==> config.mk <==
export PLATFORM = sky130hd
export DESIGN_NAME = simd_issue_throttle
export DESIGN_NICKNAME = d
export VERILOG_FILES = /design/src/rtl/simd_issue_throttle.sv
export SDC_FILE = /design/constraint.sdc
export NUM_CORES = 1
export LEC_CHECK = 0
export CORE_UTILIZATION = 65
export DETAILED_ROUTE_END_ITERATION = 12
export DONT_BUFFER_PORTS = 1
export PLACE_DENSITY = 0.88
export SKIP_LAST_GASP = 1
export SLEW_MARGIN = 25
export SYNTH_ARGS = -nofsm -noshare
export SYNTH_HDL_FRONTEND = slang
export SYNTH_SLANG_ARGS = --single-unit
==> constraint.sdc <==
create_clock -name i_clk -period 4.4 [get_ports i_clk]
set_input_delay 1.1 -clock i_clk [delete_from_list [all_inputs] [get_ports i_clk]]
set_output_delay 1.1 -clock i_clk [all_outputs]
set_load 0.02 [all_outputs]
==> src/rtl/simd_issue_throttle.sv <==
// simd_issue_throttle: issue gate between the warp index stage and the SIMD ALUs.
// It passes instructions through combinationally and enforces a global in-flight
// limit and a per-warp in-flight limit. It retires up to N_COMMIT commits per cycle.
// It signals block completion once the last instruction has issued and drained.
// Ports:
//   i_clk, i_rst                        clock, asynchronous active-high reset
//   src_rdy/src_ack                     upstream handshake
//   i_pc, i_warpid, i_payload, i_islast instruction fields
//   inst_rdy/inst_ack                   issue handshake to the ALU
//   o_pc, o_warpid, o_payload           combinational copies of the instruction fields
//   i_commit_dval, i_commit_warpid      per-port commit strobes and warp ids
//   fin_rdy/fin_ack                     block-complete handshake
//   o_busy, o_n_pending, o_underflow    status: per-warp busy, global count, sticky underflow
module simd_issue_throttle #(
    parameter int N_INST = 16,
    parameter int MAX_WARP = 8,
    parameter int PBW = 64,
    parameter int N_PENDING = 4,
    parameter int N_PENDING_WARP = 2,
    parameter int N_COMMIT = 2,
    localparam int INST_BW = $clog2(N_INST + 1),
    localparam int WID_BW = $clog2(MAX_WARP),
    localparam int GBW = $clog2(N_PENDING + 1),
    localparam int PWBW = $clog2(N_PENDING_WARP + 1)
) (
    input  logic                       i_clk,
    input  logic                       i_rst,
    input  logic                       src_rdy,
    output logic                       src_ack,
    input  logic [INST_BW-1:0]         i_pc,
    input  logic [WID_BW-1:0]          i_warpid,
    input  logic [PBW-1:0]             i_payload,
    input  logic                       i_islast,
    output logic                       inst_rdy,
    input  logic                       inst_ack,
    output logic [INST_BW-1:0]         o_pc,
    output logic [WID_BW-1:0]          o_warpid,
    output logic [PBW-1:0]             o_payload,
    input  logic [N_COMMIT-1:0]        i_commit_dval,
    input  logic [N_COMMIT*WID_BW-1:0] i_commit_warpid,
    output logic                       fin_rdy,
    input  logic                       fin_ack,
    output logic [MAX_WARP-1:0]        o_busy,
    output logic [GBW-1:0]             o_n_pending,
    output logic                       o_underflow
);
    typedef enum logic [1:0] {RUN, DRAIN, DONE} state_e;
    state_e state_q, state_d;
    logic [GBW-1:0] gcnt_q, gcnt_d;
    logic [PWBW-1:0] wcnt_q [MAX_WARP];
    logic [PWBW-1:0] wcnt_d [MAX_WARP];
    logic underflow_q, underflow_d;
    logic blocked, issue;

    assign o_pc = i_pc;
    assign o_warpid = i_warpid;
    assign o_payload = i_payload;
    assign fin_rdy = state_q == DONE;
    assign o_n_pending = gcnt_q;
    assign o_underflow = underflow_q;

    // Only registered counts gate issue, so a commit frees credit one cycle later.
    always_comb begin
        blocked = (int'(gcnt_q) == N_PENDING) || (int'(wcnt_q[i_warpid]) == N_PENDING_WARP);
        inst_rdy = (state_q == RUN) && src_rdy && !blocked;
        src_ack = inst_rdy && inst_ack;
        issue = src_ack;
    end

    // Each warp nets its same-cycle issue against the commits naming it.
    // A count that would go negative clamps at 0 and flags underflow.
    always_comb begin : counters
        int dec, avail, g;
        underflow_d = underflow_q;
        g = int'(gcnt_q) + int'(issue);
        for (int p = 0; p < N_COMMIT; p++)
            g -= int'(i_commit_dval[p]);
        for (int w = 0; w < MAX_WARP; w++) begin
            dec = 0;
            for (int p = 0; p < N_COMMIT; p++)
                dec += int'(i_commit_dval[p] && i_commit_warpid[p*WID_BW +: WID_BW] == WID_BW'(w));
            avail = int'(wcnt_q[w]) + int'(issue && i_warpid == WID_BW'(w));
            underflow_d |= dec > avail;
            wcnt_d[w] = dec > avail ? '0 : PWBW'(avail - dec);
        end
        underflow_d |= g < 0;
        gcnt_d = g < 0 ? '0 : GBW'(g);
    end

    // Using the next-state count lets an islast issue that drains in the same cycle go straight to DONE.
    always_comb begin
        state_d = (state_q == RUN && issue && i_islast) ? (gcnt_d == '0 ? DONE : DRAIN)
                : (state_q == DRAIN && gcnt_d == '0) ? DONE
                : (state_q == DONE && fin_ack) ? RUN
                : state_q;
    end

    always_comb begin
        o_busy = '0;
        for (int w = 0; w < MAX_WARP; w++)
            o_busy[w] = wcnt_q[w] != '0;
    end

    always_ff @(posedge i_clk or posedge i_rst) begin
        if (i_rst) begin
            state_q <= RUN;
            gcnt_q <= '0;
            underflow_q <= 1'b0;
            for (int w = 0; w < MAX_WARP; w++)
                wcnt_q[w] <= '0;
        end else begin
            state_q <= state_d;
            gcnt_q <= gcnt_d;
            underflow_q <= underflow_d;
            for (int w = 0; w < MAX_WARP; w++)
                wcnt_q[w] <= wcnt_d[w];
        end
    end
endmodule

# Yosys cells after proc, flatten, opt, wreduce, memory -nomap -nowiden
# Cells that the tools add are included.
# word_totals
ff_bits	22
in_bits	86
output_inout_bits	87
wordCells	146
# op_classes
add_sub_neg	27
order_cmp	10
n_eq_ne	25
n_mux	16
bitwise	10
reduce_logical	47
# op_table
operator	n
== test 3 bit, second input constant	13
logical AND 1 bit	31
2-to-1 mux 2 bit	14
adder 2 x 1 -> 3 bit	8
> comparator 2 x 3 -> 1 bit	8
== test 3 x 2 -> 1 bit, second input constant	6
adder 1 x 1 -> 2 bit	8
nonzero test 2 bit	8
subtractor 2 bit	8
logical NOT 3 bit	4
== test 3 x 1 -> 1 bit, second input constant	3
OR 1 bit	9
binary-select mux 2 bit (select 3 bit)	1
< comparator 6 x 1 -> 1 bit, second input constant	1
subtractor 5 x 2 -> 6 bit	1
subtractor 4 x 1 -> 5 bit	1
adder 3 x 1 -> 4 bit	1
== test 2 bit, second input constant	2
>= comparator 4 bit, second input constant	1
NOT 3 -> 4 bit	1
2-to-1 mux 3 bit	1
nonzero test 3 bit	1
== test 2 x 1 -> 1 bit, second input constant	1
logical NOT 2 bit	1
other kinds (2)	2

# Longest topological paths before layout
# Gate-level depths: netlist of the first run.
# logic_depth
depth_word	21
depth_mapped	14
ltp_nobuf	12

# Least setup slack after synthesis of the first run
# OpenSTA, ideal clock, no wires.
# synth_path
kind	input to register
from	input i_warpid[0]
to	register state_q[0]
setup_time_ns	0.121
t_arrival_ns	3.989
t_required_ns	4.279
slack_ns	0.290
stages	12
path_buffers	1
path_cell_list	and4b_1 > or4_4 > or3b_1 > buf_6 > nand2_1 > ha_1 > fa_1 > nor4bb_1 > a22oi_1 > o21ai_0 > a31oi_1 > o22a_1
# synth_between
elab_chain_len	18
word_cells_on_any_way	22
cone_classes	add/sub: 3; order compare: 1; eq/ne: 1; mux: 7; bitwise: 1; reduce/logical: 9
# synth_lines
element	line	rtl
start, declared	31	input logic [WID_BW-1:0] i_warpid,
NOT 3 -> 4 bit (implied by the code) *	64	blocked = (int'(gcnt_q) == N_PENDING) || (int'(wcnt_q[i_warpid]) == N_PENDING_WARP);
binary-select mux 2 bit (select 3 bit) *	64	
2-to-1 mux 2 bit (implied by the code) * (2 in a row)	64	
== test 2 bit *	64	
logical OR 1 bit *	64	
logical NOT 1 bit *	65	inst_rdy = (state_q == RUN) && src_rdy && !blocked;
logical AND 1 bit *	65	
logical AND 1 bit *	66	src_ack = inst_rdy && inst_ack;
named net src_ack	29	output logic src_ack,
(+1 left out)	--	
subtractor 4 x 1 -> 5 bit	77	g -= int'(i_commit_dval[p]);
subtractor 5 x 2 -> 6 bit	77	
< comparator 6 x 1 -> 1 bit	87	gcnt_d = g < 0 ? '0 : GBW'(g);
2-to-1 mux 3 bit	87	
logical NOT 3 bit	92, 93	
logical AND 1 bit	93	: (state_q == DRAIN && gcnt_d == '0) ? DONE
2-to-1 mux 2 bit	93	
2-to-1 mux 2 bit	92	state_d = (state_q == RUN && issue && i_islast) ? (gcnt_d == '0 ? DONE : DRAIN)
end signal, assigned	112	state_q <= state_d;
end, declared	48	state_e state_q, state_d;
# Mark *: on every way through the listed nets, which the timed path passes. The rest lies on a longest branch. The select of a mux whose other input is x is not followed.
# A chain may end at the register's enable or synchronous reset.

# Worst setup path in the final report of the first run
# layout_path
from	input i_warpid[1]
to	register underflow_q (netlist: o_underflow)
# layout_between
elab_chain_len	21
word_cells_on_any_way	54
cone_classes	add/sub: 11; order compare: 9; eq/ne: 8; mux: 3; bitwise: 10; reduce/logical: 13
# layout_lines
element	line	rtl
parallel branches: the longest is 20 deep, another holds subtractor 5 x 2 -> 6 bit	--	
OR 1 bit *	86	underflow_d |= g < 0;
named net underflow_d	52	logic underflow_q, underflow_d;
end signal, assigned	114	underflow_q <= underflow_d;
end, declared	52	
# Mark *: on every way through the listed nets, which the timed path passes. The select of a mux whose other input is x is not followed.

==> metrics.md, run 1 <==
| Metric | Value |
|---|---|
| Area taken by multi-input logic gates | `1540 sq um` |
| Synth area leader | `ha_1` |
| Post-Route Utilization | `58.6%` |
| Fmax | `0.239 GHz` |
| Share of cells above drive strength 1 | `6.34%` |
| Slew Limit Fails | `0` |
| Outcome | `finished clean` |
| Crit. End Element | `register` |
| Row count | `23` |
| Core Area | `4090 sq um` |
| Worst reg2reg setup slack | `between 600 and 700 ps` |
| RSZ-0062 raised after global routing | `no` |
| Max Fanout on Critical Path | `14` |
| Clk root buf | `clkbuf_8` |
| Nets | `412` |
| Reg2Reg Depth | `12` |
| Syn_nets | `481` |
| Post-CTS setup repair buffer count | `0` |
| First-pass GRT wire length | `a little over 8000 um` |
| WL per Instance | `between 15 and 20 um` |
| Clock Power Share | `approximately 15%` |
| Vias after detailed routing | `1936` |
| Fillers | `approximately 340` |
| Cells after Synth | `338` |
| H-tree depth | `1` |
| Most frequent CP cell | `ha_1` |
| Setup TNS | `0 ps` |
| PwrDens | `538 nW/um^2` |
| DRC Markers | `0` |
| Largest stage delay, worst path | `510 ps` |
| Hold crit path type | `register to register` |
| Vias in the first global route | `between 1500 and 2000` |
| Post-Synth Simple-Gate Area | `a little under a fifth` |
| IO Pins | `173` |
| Synthesis Warnings | `0` |
| CTS Buf Count | `3` |
| Via density per instance | `between 6 and 7` |
| # setup viols final | `0` |
| Hold Fails Final Rpt | `0` |
| Largest cells by area after synthesis | `ha_1 (25%), dfrtp_1 (20%), buf_4 (19%)` |
| Cell variety after synth | `37` |
| Yosys reg bits | `22` |
| ANT nets after route | `0` |
| Reg power frac | `about a quarter` |
| Critical path class | `primary input to register` |
| Largest net degree at the start of global routing | `23` |
| Ys flop type | `dfrtp_1` |
| Global Route Usage Sum | `between 20% and 30%` |
| PortBufs | `0` |
| CP Launch Point | `i_warpid[1]` |
| Initial antenna violation count | `0` |
| Worst Tran Pin Value | `880 ps` |
| Worst Skew | `about 10 ps` |
| Internal Power | `~0.7 mW` |
| CP max stage cell | `a2111oi_0` |
| Worst-path cell chain | `and4b_1, nor4_1, nand3_1, nor3_1, ha_1, ha_1, inv_1, ha_1, a21oi_1, a211oi_1, a2111oi_0, nand4_1` |
| DR pass1 iterations | `5` |
| Die width | `~68 um` |
| Asr flop ratio synth | `100%` |
| CTS tree | `done` |
| Hold path start | `state_q[1]` |
| Diodes inserted | `0` |
| Layout area overhead | `-14.9%` |
| Routed WL | `5330 um` |
| Min-Delay Path Depth | `1` |
| Die area | `4600 sq um` |
| Fraction of synthesized area in multiplexers | `0%` |
| Switching Fraction | `46.0%` |
| Register area share after synthesis | `19.5%` |
| Hold_buf cts | `0` |
| XOR/XNOR Fraction of Synth Area | `under 10%` |
| Largest family of logic cells by synthesized area | `buffers and inverters` |
| Post-CTS resize count | `0` |
| EDFF count, synth | `0` |
| Peak supply drop | `between 200 and 250 uV` |
| Syn avg cell area | `8.33 sq um` |
| Post-route minimum period | `~4200 ps` |
| DIE HEIGHT | `67.8 um` |
| Storage cell area | `551 sq um` |
| WP data arrival | `4310 ps` |
| Grt total ovfl | `0` |
| Clk slew on worst S/H paths | `90 ps` |
| Max-capacitance violation count | `0` |
| Clk sink count | `22` |
| Critical Path RT | `between 4000 and 5000 ps` |
| Comb pwr share | `about 60%` |
| Final period util | `95.0%` |
| Compound-Gate Fraction of Synth Area | `under 10%` |
| Leak Pwr | `1.27 nW` |
| Adder-cell share of the synthesized area | `25.6%` |
| Max_slew headroom | `41.2%` |
| DRT iter0 DRCs | `130` |
| P_sw | `roughly 0.59 mW` |
| Initial core utilization | `68.9%` |
| Netlist Area Pre-Place | `~2800 sq um` |
| Share of the synthesized area in the top cell type | `approximately a quarter` |
| Worst skew pair latency | `280 ps` |
| Worst R2R Start | `wcnt_q[0]` |
| Setup crit start kind | `primary input` |
| RePlAce Congestion | `0.875` |
| Bufs on Longest Clock Path | `2` |
| Detail Placement HPWL | `~4300 um` |
## power groups by stage
stage               combinational (mW)  sequential [mW]  clock, mW
finish                           0.752            0.343      0.195
CTS                              0.747            0.341      0.195
detailed placement               0.742            0.345          0
global route                     0.849            0.350      0.204
global placement                 0.712            0.344          0
floorplan                        0.712            0.324          0
## stage by stage
stage | total power [mW] | hold slack [ps] | setup slack (ps) | cell area, sq um | instances
finish | 1.29 | 562 | 219 | 2400 | 318
CTS | 1.28 | 562 | 348 | 2400 | 318
global route | 1.40 | 606 | 106 | 2400 | 318
detailed placement | 1.09 | 544 | 182 | 2320 | 314
global placement | 1.06 | 534 | 276 | 2320 | 314
floorplan | 1.04 | 512 | 290 | 2820 | 338
## final cells by class
cell class	instances	share of cell area [%]
clock buffers	3	1.72
clock inverters	1	1.25
inverters	43	6.74
multi-input cells	198	64.4
flip-flops and latches	22	23.0
well taps	50	2.61
repair buffers	1	0.313
## final timing paths
path                          endpoint
min in group asynchronous   state_q[1]
max                        o_underflow
min reg2reg                 state_q[0]
max reg2reg                o_underflow
min                         state_q[0]
max in group asynchronous   wcnt_q[11]
## cell usage in the layout, fill, tap and decap left out, types with 4 or more instances in the layout
master and n:
ha_1 56, nor2_1 46, inv_1 43, dfrtp_1 22, a21oi_1 14, nand2_1 12, nand2b_1 9, xor2_1 8
or2_2 8, nor3_1 6, a211oi_1 4
## registers in the layout (all words and copies together) (netlist names)
name and flops:
o_underflow 1, o_n_pending 3, wcnt_q 16, state_q 2
## kinds of logic (layout without fill, tap and decap cells)
group | Yosys count | in the layout
AND/OR/NAND/NOR | 100 | 100
AO/OA/AOI/OAI | 30 | 30
buffers and inverters | 118 | 48
XOR/XNOR | 11 | 11
flip-flops | 22 | 22
adder cells (fa/ha/maj) | 57 | 57
## cells in the mapped netlist (all sizes together) (2+ instances only)
master,count
buf,75
ha,56
nor2,46
inv,43
dfrtp,22
a21oi,14
nand2,12
nand2b,9
or2,8
xor2,8
nor3,6
a211oi,4
a22oi,3
nor4bb,3
xnor2,3
and4b,2
and4bb,2
nand3,2
nand4,2
nor4b,2
o21ai,2
or3b,2
## worst max-delay path, delay by kind of cell
kind | cells | cell delay (ps)
simple gates | 5 | 1570
compound gates | 3 | 830
fa+ha+maj | 3 | 740
buf+inv | 1 | 60
## per-layer routing
metal | track usage (%) | vias to the layer above | part of all wire, %
met3 | 11.3 | 29 | 11
met1 | 24.7 | 882 | 39
li1 | - | 892 | -
met4 | 10.4 | 0 | 3.1
met5 | 0 | - | 0
met2 | 42.7 | 133 | 47
Power figures use the tool's default switching activity.
==> inputs of run 2 (changes only) <==
CAP_MARGIN = 10   (was not set)
HOLD_SLACK_MARGIN = 0.12   (was not set)
==> results of run 2 <==
The final DEF is identical to that of run 1; final timing and power are the same.
